`config.mk`:
```
export PLATFORM = sky130hd
export DESIGN_NAME = packetizer
export DESIGN_NICKNAME = d
export VERILOG_FILES = /design/src/rtl/pe_pkg.sv /design/src/rtl/packet_fifo.sv /design/src/rtl/packetizer.sv
export SDC_FILE = /design/constraint.sdc
export NUM_CORES = 1
export LEC_CHECK = 0
export ABC_AREA = 1
export BUFFER_PORTS_ARGS = -buffer_cell sky130_fd_sc_hd__buf_4
export CORE_MARGIN = 5
export CORE_UTILIZATION = 60
export CTS_CLUSTER_SIZE = 24
export DETAILED_ROUTE_END_ITERATION = 16
export GPL_TIMING_DRIVEN = 1
export HOLD_SLACK_MARGIN = 0.06
export PLACE_DENSITY = 0.84
export SLEW_MARGIN = 10
export SYNTH_ARGS = -nofsm -noshare
export SYNTH_HDL_FRONTEND = slang
export SYNTH_HIERARCHICAL = 1
export SYNTH_SLANG_ARGS = --single-unit
```
`constraint.sdc`:
```
create_clock -name clk -period 3.9 [get_ports clk]
set_input_delay 0.39 -clock clk [delete_from_list [all_inputs] [get_ports clk]]
set_output_delay 0.39 -clock clk [all_outputs]
set_load 0.05 [all_outputs]
```
`src/rtl/pe_pkg.sv`:
```
// Shared packetizer definitions: FSM states, packet-type encodings and field layout.
package pe_pkg;

  typedef enum logic {
    COLLECT = 1'b0,
    ISSUE   = 1'b1
  } state_e;

  localparam logic IFMAP  = 1'b0;
  localparam logic FILTER = 1'b1;

  localparam int unsigned TS_BIT   = 0;
  localparam int unsigned TYPE_BIT = 1;
  localparam int unsigned ROW_LSB  = 2;
  localparam int unsigned ROW_W    = 3;
  localparam int unsigned DATA_LSB = 5;
  localparam int unsigned TAP_BITS = 5;

  function automatic int unsigned pkt_width(input int unsigned filter_width);
    return TAP_BITS * filter_width + DATA_LSB;
  endfunction

endpackage

```
`src/rtl/packet_fifo.sv`:
```
// Two-entry output queue; head entry is always presented on dout.
module packet_fifo #(
  parameter int unsigned WIDTH = 45
) (
  input  logic             clk,
  input  logic             rst_n,
  input  logic             push,
  input  logic [WIDTH-1:0] din,
  input  logic             out_ready,
  output logic             out_valid,
  output logic [WIDTH-1:0] dout,
  output logic [1:0]       count
);

  logic [WIDTH-1:0] head_q, head_d;
  logic [WIDTH-1:0] tail_q, tail_d;
  logic [1:0]       count_q, count_d;
  logic             valid_q, valid_d;
  logic             pop_c;
  logic             push_ok_c;

  assign pop_c     = valid_q && out_ready;
  assign push_ok_c = push && ((count_q != 2'd2) || pop_c);

  always_comb begin
    head_d  = head_q;
    tail_d  = tail_q;
    count_d = count_q;
    case ({push_ok_c, pop_c})
      2'b10: begin
        if (count_q == 2'd0) head_d = din;
        else                 tail_d = din;
        count_d = count_q + 2'd1;
      end
      2'b01: begin
        head_d  = tail_q;
        tail_d  = '0;
        count_d = count_q - 2'd1;
      end
      2'b11: begin
        // Simultaneous push/pop keeps occupancy; the new entry lands behind the survivor.
        if (count_q == 2'd1) begin
          head_d = din;
        end else begin
          head_d = tail_q;
          tail_d = din;
        end
      end
      default: ;
    endcase
    valid_d = (count_d != 2'd0);
  end

  always_ff @(posedge clk) begin
    if (!rst_n) begin
      head_q  <= '0;
      tail_q  <= '0;
      count_q <= 2'd0;
      valid_q <= 1'b0;
    end else begin
      head_q  <= head_d;
      tail_q  <= tail_d;
      count_q <= count_d;
      valid_q <= valid_d;
    end
  end

  assign out_valid = valid_q;
  assign dout      = head_q;
  assign count     = count_q;

endmodule

```
`src/rtl/packetizer.sv`:
```
// Gathers type/row/data/timestep fields arriving in any order and emits one packet
// per complete set through a two-entry output queue.
module packetizer
  import pe_pkg::*;
#(
  parameter int unsigned FILTER_WIDTH = 8,
  parameter int unsigned PKT_W        = pkt_width(FILTER_WIDTH)
) (
  input  logic                      clk,
  input  logic                      rst_n,
  input  logic                      ifmapb_filter_valid,
  output logic                      ifmapb_filter_ready,
  input  logic                      ifmapb_filter_in,
  input  logic                      filter_row_valid,
  output logic                      filter_row_ready,
  input  logic [ROW_W-1:0]          filter_row_in,
  input  logic                      data_valid,
  output logic                      data_ready,
  input  logic [TAP_BITS*FILTER_WIDTH-1:0] data_in,
  input  logic                      timestep_valid,
  output logic                      timestep_ready,
  input  logic                      timestep_in,
  output logic                      packet_valid,
  input  logic                      packet_ready,
  output logic [PKT_W-1:0]          packet_out
);

  localparam int unsigned DATA_W = TAP_BITS * FILTER_WIDTH;

  state_e            state_q, state_d;
  logic              ptype_q, ptype_d, ptype_full_q, ptype_full_d;
  logic [ROW_W-1:0]  row_q, row_d;
  logic              row_full_q, row_full_d;
  logic [DATA_W-1:0] data_q, data_d;
  logic              data_full_q, data_full_d;
  logic              ts_q, ts_d, ts_full_q, ts_full_d;
  logic              collect_c;
  logic              fifo_pop_c;
  logic              push_c;
  logic [1:0]        fifo_count;
  logic [PKT_W-1:0]  pkt_c;

  // Readies are forced low while reset is held.
  assign collect_c           = rst_n && (state_q == COLLECT);
  assign ifmapb_filter_ready = collect_c && !ptype_full_q;
  assign filter_row_ready    = collect_c && !row_full_q;
  assign data_ready          = collect_c && !data_full_q;
  assign timestep_ready      = collect_c && ptype_full_q && (ptype_q == IFMAP) && !ts_full_q;
  assign fifo_pop_c          = packet_valid && packet_ready;

  assign pkt_c = PKT_W'({data_q, row_q, ptype_q, (ptype_q == IFMAP) ? ts_q : 1'b0});

  always_comb begin
    state_d      = state_q;
    ptype_d      = ptype_q;
    ptype_full_d = ptype_full_q;
    row_d        = row_q;
    row_full_d   = row_full_q;
    data_d       = data_q;
    data_full_d  = data_full_q;
    ts_d         = ts_q;
    ts_full_d    = ts_full_q;
    push_c       = 1'b0;
    case (state_q)
      COLLECT: begin
        if (ifmapb_filter_valid && ifmapb_filter_ready) begin
          ptype_d      = ifmapb_filter_in;
          ptype_full_d = 1'b1;
        end
        if (filter_row_valid && filter_row_ready) begin
          row_d      = filter_row_in;
          row_full_d = 1'b1;
        end
        if (data_valid && data_ready) begin
          data_d      = data_in;
          data_full_d = 1'b1;
        end
        if (timestep_valid && timestep_ready) begin
          ts_d      = timestep_in;
          ts_full_d = 1'b1;
        end
        if (ptype_full_d && row_full_d && data_full_d && ((ptype_d == FILTER) || ts_full_d))
          state_d = ISSUE;
      end
      ISSUE: begin
        if ((fifo_count != 2'd2) || fifo_pop_c) begin
          push_c       = 1'b1;
          state_d      = COLLECT;
          ptype_full_d = 1'b0;
          row_full_d   = 1'b0;
          data_full_d  = 1'b0;
          ts_full_d    = 1'b0;
        end
      end
      default: state_d = COLLECT;
    endcase
  end

  always_ff @(posedge clk) begin
    if (!rst_n) begin
      state_q      <= COLLECT;
      ptype_q      <= 1'b0;
      ptype_full_q <= 1'b0;
      row_q        <= '0;
      row_full_q   <= 1'b0;
      data_q       <= '0;
      data_full_q  <= 1'b0;
      ts_q         <= 1'b0;
      ts_full_q    <= 1'b0;
    end else begin
      state_q      <= state_d;
      ptype_q      <= ptype_d;
      ptype_full_q <= ptype_full_d;
      row_q        <= row_d;
      row_full_q   <= row_full_d;
      data_q       <= data_d;
      data_full_q  <= data_full_d;
      ts_q         <= ts_d;
      ts_full_q    <= ts_full_d;
    end
  end

  packet_fifo #(.WIDTH(PKT_W)) u_fifo (
    .clk       (clk),
    .rst_n     (rst_n),
    .push      (push_c),
    .din       (pkt_c),
    .out_ready (packet_ready),
    .out_valid (packet_valid),
    .dout      (packet_out),
    .count     (fifo_count)
  );

endmodule

```
==> metrics.md <==
| Metric | Value |
|---|---|
| CP top delay family | `simple AND/OR/NAND/NOR gates` |
| Count of placed standard cells in the final layout, fillers left out | `1,219` |
| Die Footprint | `approximately 0.013 mm2` |
| Fmax achieved | `roughly 0.42 GHz` |
| Post-DP HPWL | `just under 9000 um` |
| PnR Total Power | `5.114 mW` |
| Clock sinks | `about 140` |
| CTS Hold Bufs | `0` |
| Detailed router's first-iteration violation count | `between 400 and 500` |
| Part of the cycle the worst path needs | `61.78%` |
| ANT cells | `0` |
| CTS Buf Count | `17` |
| Routed Antenna Nets | `0` |
| Biggest cell delay along the critical path | `a little over 600 ps` |
| Signed area change from the synthesized netlist to the final layout | `19.81%` |
| Path type of the worst setup path | `flop to flop` |
| Hold path depth | `3` |
| Leading post-synthesis cells by instance count | `322 x sky130_fd_sc_hd__nor2_1, 206 x sky130_fd_sc_hd__nand2_1, 143 x sky130_fd_sc_hd__dfxtp_1` |
| Number of instances in the synthesized netlist | `998` |
| Initial Utilization | `~61%` |
| Ports | `approximately 100` |
| Rel. slew slack | `between 30% and 40%` |
| Most frequent cell on the critical path | `sky130_fd_sc_hd__nor2_1` |
| Final-layout worst hold slack | `103.8 ps` |
| Count of max-cap constraint violations | `0` |
| Buf/Inv on CP | `1` |
| Total iterations of the first detailed-routing run | `5` |
| Number of antenna violations at the first check in global routing | `0` |
| Data arrival time at the worst-slack endpoint | `2820 ps` |
| Cell types occupying the most area after synthesis | `sky130_fd_sc_hd__dfxtp_1 44%, sky130_fd_sc_hd__nor2_1 19%, sky130_fd_sc_hd__nand2_1 12%, sky130_fd_sc_hd__inv_1 6.0%, sky130_fd_sc_hd__nand3b_1 5.2%` |
| Floorplan core area | `~0.011 mm2` |
| Pin count of the biggest net entering global routing | `slightly above 90` |
| Clock H-tree levels | `4` |
| Total DRC errors in the routed layout | `0` |
| Distinct cells, synth | `21` |
| Critical path's slowest cell | `sky130_fd_sc_hd__buf_4` |
| Clock transition at the registers of the reported paths | `60 ps` |
| Setup slack of the critical path after layout | `1491 ps` |
| RR Endpoint | `u_fifo/dout[15]` |
| R2r startpoint | `u_fifo/out_valid` |
| Buffer count from post-CTS setup fixing | `0` |
| Worst hold path type | `input port to flop` |
| Net count, final | `between 1,000 and 1,500` |
| Launch instance of the worst min-delay path | `data_in[32]` |
| Power density of the placed cells | `about 650 mW/mm2` |
| Kind of end point of the critical path | `flop` |
| Crit path launch | `u_fifo/out_valid` |
| Number of fill cells | `941` |
| Worst voltage drop across the vdd grid | `about 330 uV` |
| Number of core rows | `38` |
| Total length of routed wires | `15,010 um` |
| P_leak | `3.869 nW` |
| Crit path max fanout | `90` |
| Main flop type after synthesis | `sky130_fd_sc_hd__dfxtp_1` |
| Vias in the first global route | `between 5,000 and 6,000` |
| Time the final worst path needs with I/O delays and setup | `around 2400 ps` |
| RSZ-0062 raised after global routing | `false` |
| Number of enable-type register cells in the synthesized netlist | `0` |
| Overall die height | `114.3 um` |
| Share of the core filled with cells in the final layout | `72.75%` |
| Crit path launch type | `flop` |
| Total non-filler cell area in the finished layout | `just under 0.008 mm2` |
| Worst-margin pin slew | `about 940 ps` |
| Setup clock skew after layout | `between 6 and 7 ps` |
| Flip-flop and latch count after synthesis | `~140` |
| TritonCTS clock tree | `built` |
| Setup TNS | `0 ps` |
| Grt ovf | `0` |
| Share of flip-flops with an asynchronous set or reset after synthesis | `0%` |
| Yosys top cell area share | `43.87%` |
| Vias after detailed routing | `6,054` |
| WL/cell | `approximately 12 um` |
| Instance area after placement | `0.007229 mm2` |
| Overall global routing resource usage | `between 20% and 30%` |
| Library cell occupying the most area in the post-synthesis netlist | `sky130_fd_sc_hd__dfxtp_1` |
| Synthesis warning total | `6` |
| Final weighted congestion in routability-driven placement | `between 0.8 and 0.9` |
| Post-synthesis cell area | `approximately 0.0065 mm2` |
| Clock root buffer | `sky130_fd_sc_hd__clkbuf_8` |
| Run status | `finished clean` |
| Register-to-Register Path Depth | `10` |
| Post-CTS Resized | `0` |
| Placed cell count | `between 1,000 and 1,500` |
| Die outline width | `between 100 and 150 um` |
| Clock Path Buffers | `2` |
| Mean instance size in the synthesized netlist | `approximately 6.5 um2` |
| Share of post-route cells with drive strength above 1 | `roughly 14%` |
| Setup Slack @ Placement | `1386 ps` |
| R2r setup slk | `about 1500 ps` |
| Register area share after synthesis | `a little over two fifths` |
| Most used standard cell by instance count after synthesis | `sky130_fd_sc_hd__nor2_1` |
| WHS Endpoint | `data_q[32]` |
| Required time reported for the critical path endpoint | `4310 ps` |
| Per-cell via count in the routed design | `4.966` |
| Count of final hold-check violations | `0` |
| IO Port Bufs | `101` |
| Wire length of the first global-routing pass | `~25,000 um` |
| Series of cell instances along the critical path | `nand2_1 > nand2_1 > nor2_1 > nor2_1 > nand2_1 > nand2_2 > buf_4 > o21ai_0 > nor2_1 > nor2_1` |
| Post-Synthesis Net Count | `around 1,100` |
| Final setup violating endpoints | `0` |
| Clock latency on the worst-skew pair | `520 ps` |
| Final number of max-transition violations | `0` |
report_power, final:
| part | internal [mW] | total [mW] | leakage [nW] | switching, mW |
|---|---|---|---|---|
| clock network | 1.00 | 1.59 | 0.287 | 0.589 |
| registers | 1.72 | 1.83 | 1.17 | 0.111 |
| logic | 0.544 | 1.69 | 2.41 | 1.15 |
tightest hold or removal path: cells and delay by family:
kind / cells / cell delay [ps]
compound gates: 1 / 50
buf+inv: 1 / 70
simple gates: 1 / 70
final cells by class:
class,count,area [um2],share of cell area (%)
tap,140,175.2,2.241
inverter,110,412.9,5.282
multi-input combinational,687,2975,38.06
timing repair buffer,107,803.3,10.28
sequential,143,2863,36.62
clock buffer,21,449.2,5.746
clock inverter,11,138.9,1.777
state kept, by name (all words and copies together) (netlist names):
| signal | cells |
|---|---|
| row_q | 3 |
| u_fifo/out_valid | 1 |
| ptype_full_q | 1 |
| u_fifo/dout | 45 |
| u_fifo/count | 2 |
| data_q | 40 |
| u_fifo/tail_q | 45 |
| ts_q | 1 |
| ts_full_q | 1 |
| ptype_q | 1 |
| data_full_q | 1 |
| row_full_q | 1 |
| state_q | 1 |
metal layers:
layer	track usage (%)	share of wire (%)	wire length [um]
met1	30.51	44	6660
met2	39.34	48	7160
met3	4.863	6.5	977
met4	7.601	1.4	210
met5	0	0	0
how the worst max path moves through the flow:
| stage | endpoint | slack [ps] | depth (start not counted) |
|---|---|---|---|
| floorplan | u_fifo/tail_q[39] | 1850 | 12 |
| global placement | u_fifo/dout[41] | 1450 | 7 |
| detailed placement | u_fifo/dout[31] | 1390 | 7 |
| CTS | u_fifo/tail_q[28] | 1500 | 11 |
| global route | u_fifo/dout[16] | 1260 | 11 |
| finish | u_fifo/dout[15] | 1490 | 10 |
placed cells by master (no fill, tap or decap):
cell                         count
sky130_fd_sc_hd__clkinv_4        1
sky130_fd_sc_hd__inv_1         105
sky130_fd_sc_hd__dfxtp_1       143
sky130_fd_sc_hd__clkinvlp_4      2
sky130_fd_sc_hd__nand3_1         5
sky130_fd_sc_hd__clkbuf_8        3
sky130_fd_sc_hd__a31oi_4         1
sky130_fd_sc_hd__clkbuf_16      16
sky130_fd_sc_hd__a21oi_1         5
sky130_fd_sc_hd__o21bai_1        2
sky130_fd_sc_hd__nand2_4         1
sky130_fd_sc_hd__nand4_4         1
sky130_fd_sc_hd__nor2_2          1
sky130_fd_sc_hd__clkinv_2        5
sky130_fd_sc_hd__nor3_2          1
sky130_fd_sc_hd__buf_4         107
sky130_fd_sc_hd__nand2_2         2
sky130_fd_sc_hd__bufinv_16       3
sky130_fd_sc_hd__clkbuf_1        2
sky130_fd_sc_hd__inv_2           5
sky130_fd_sc_hd__nor2_1        322
sky130_fd_sc_hd__nand3_2         2
sky130_fd_sc_hd__ha_1            3
sky130_fd_sc_hd__o21ai_1        43
sky130_fd_sc_hd__nand3b_1       45
sky130_fd_sc_hd__o21ai_0        47
sky130_fd_sc_hd__nand2_1       206
cell families (layout without fill, tap and decap cells):
kind of cell               after synthesis  in the layout  synth area share [%]
and+or+nand+nor                        586            586                 37.03
DFF                                    143            143                 43.87
adders and majority gates                3              3                0.5753
AOI/OAI and AO/OA                       98             98                 7.708
buffers and inverters                  168            249                 10.82
(Power assumes the default switching activity.)
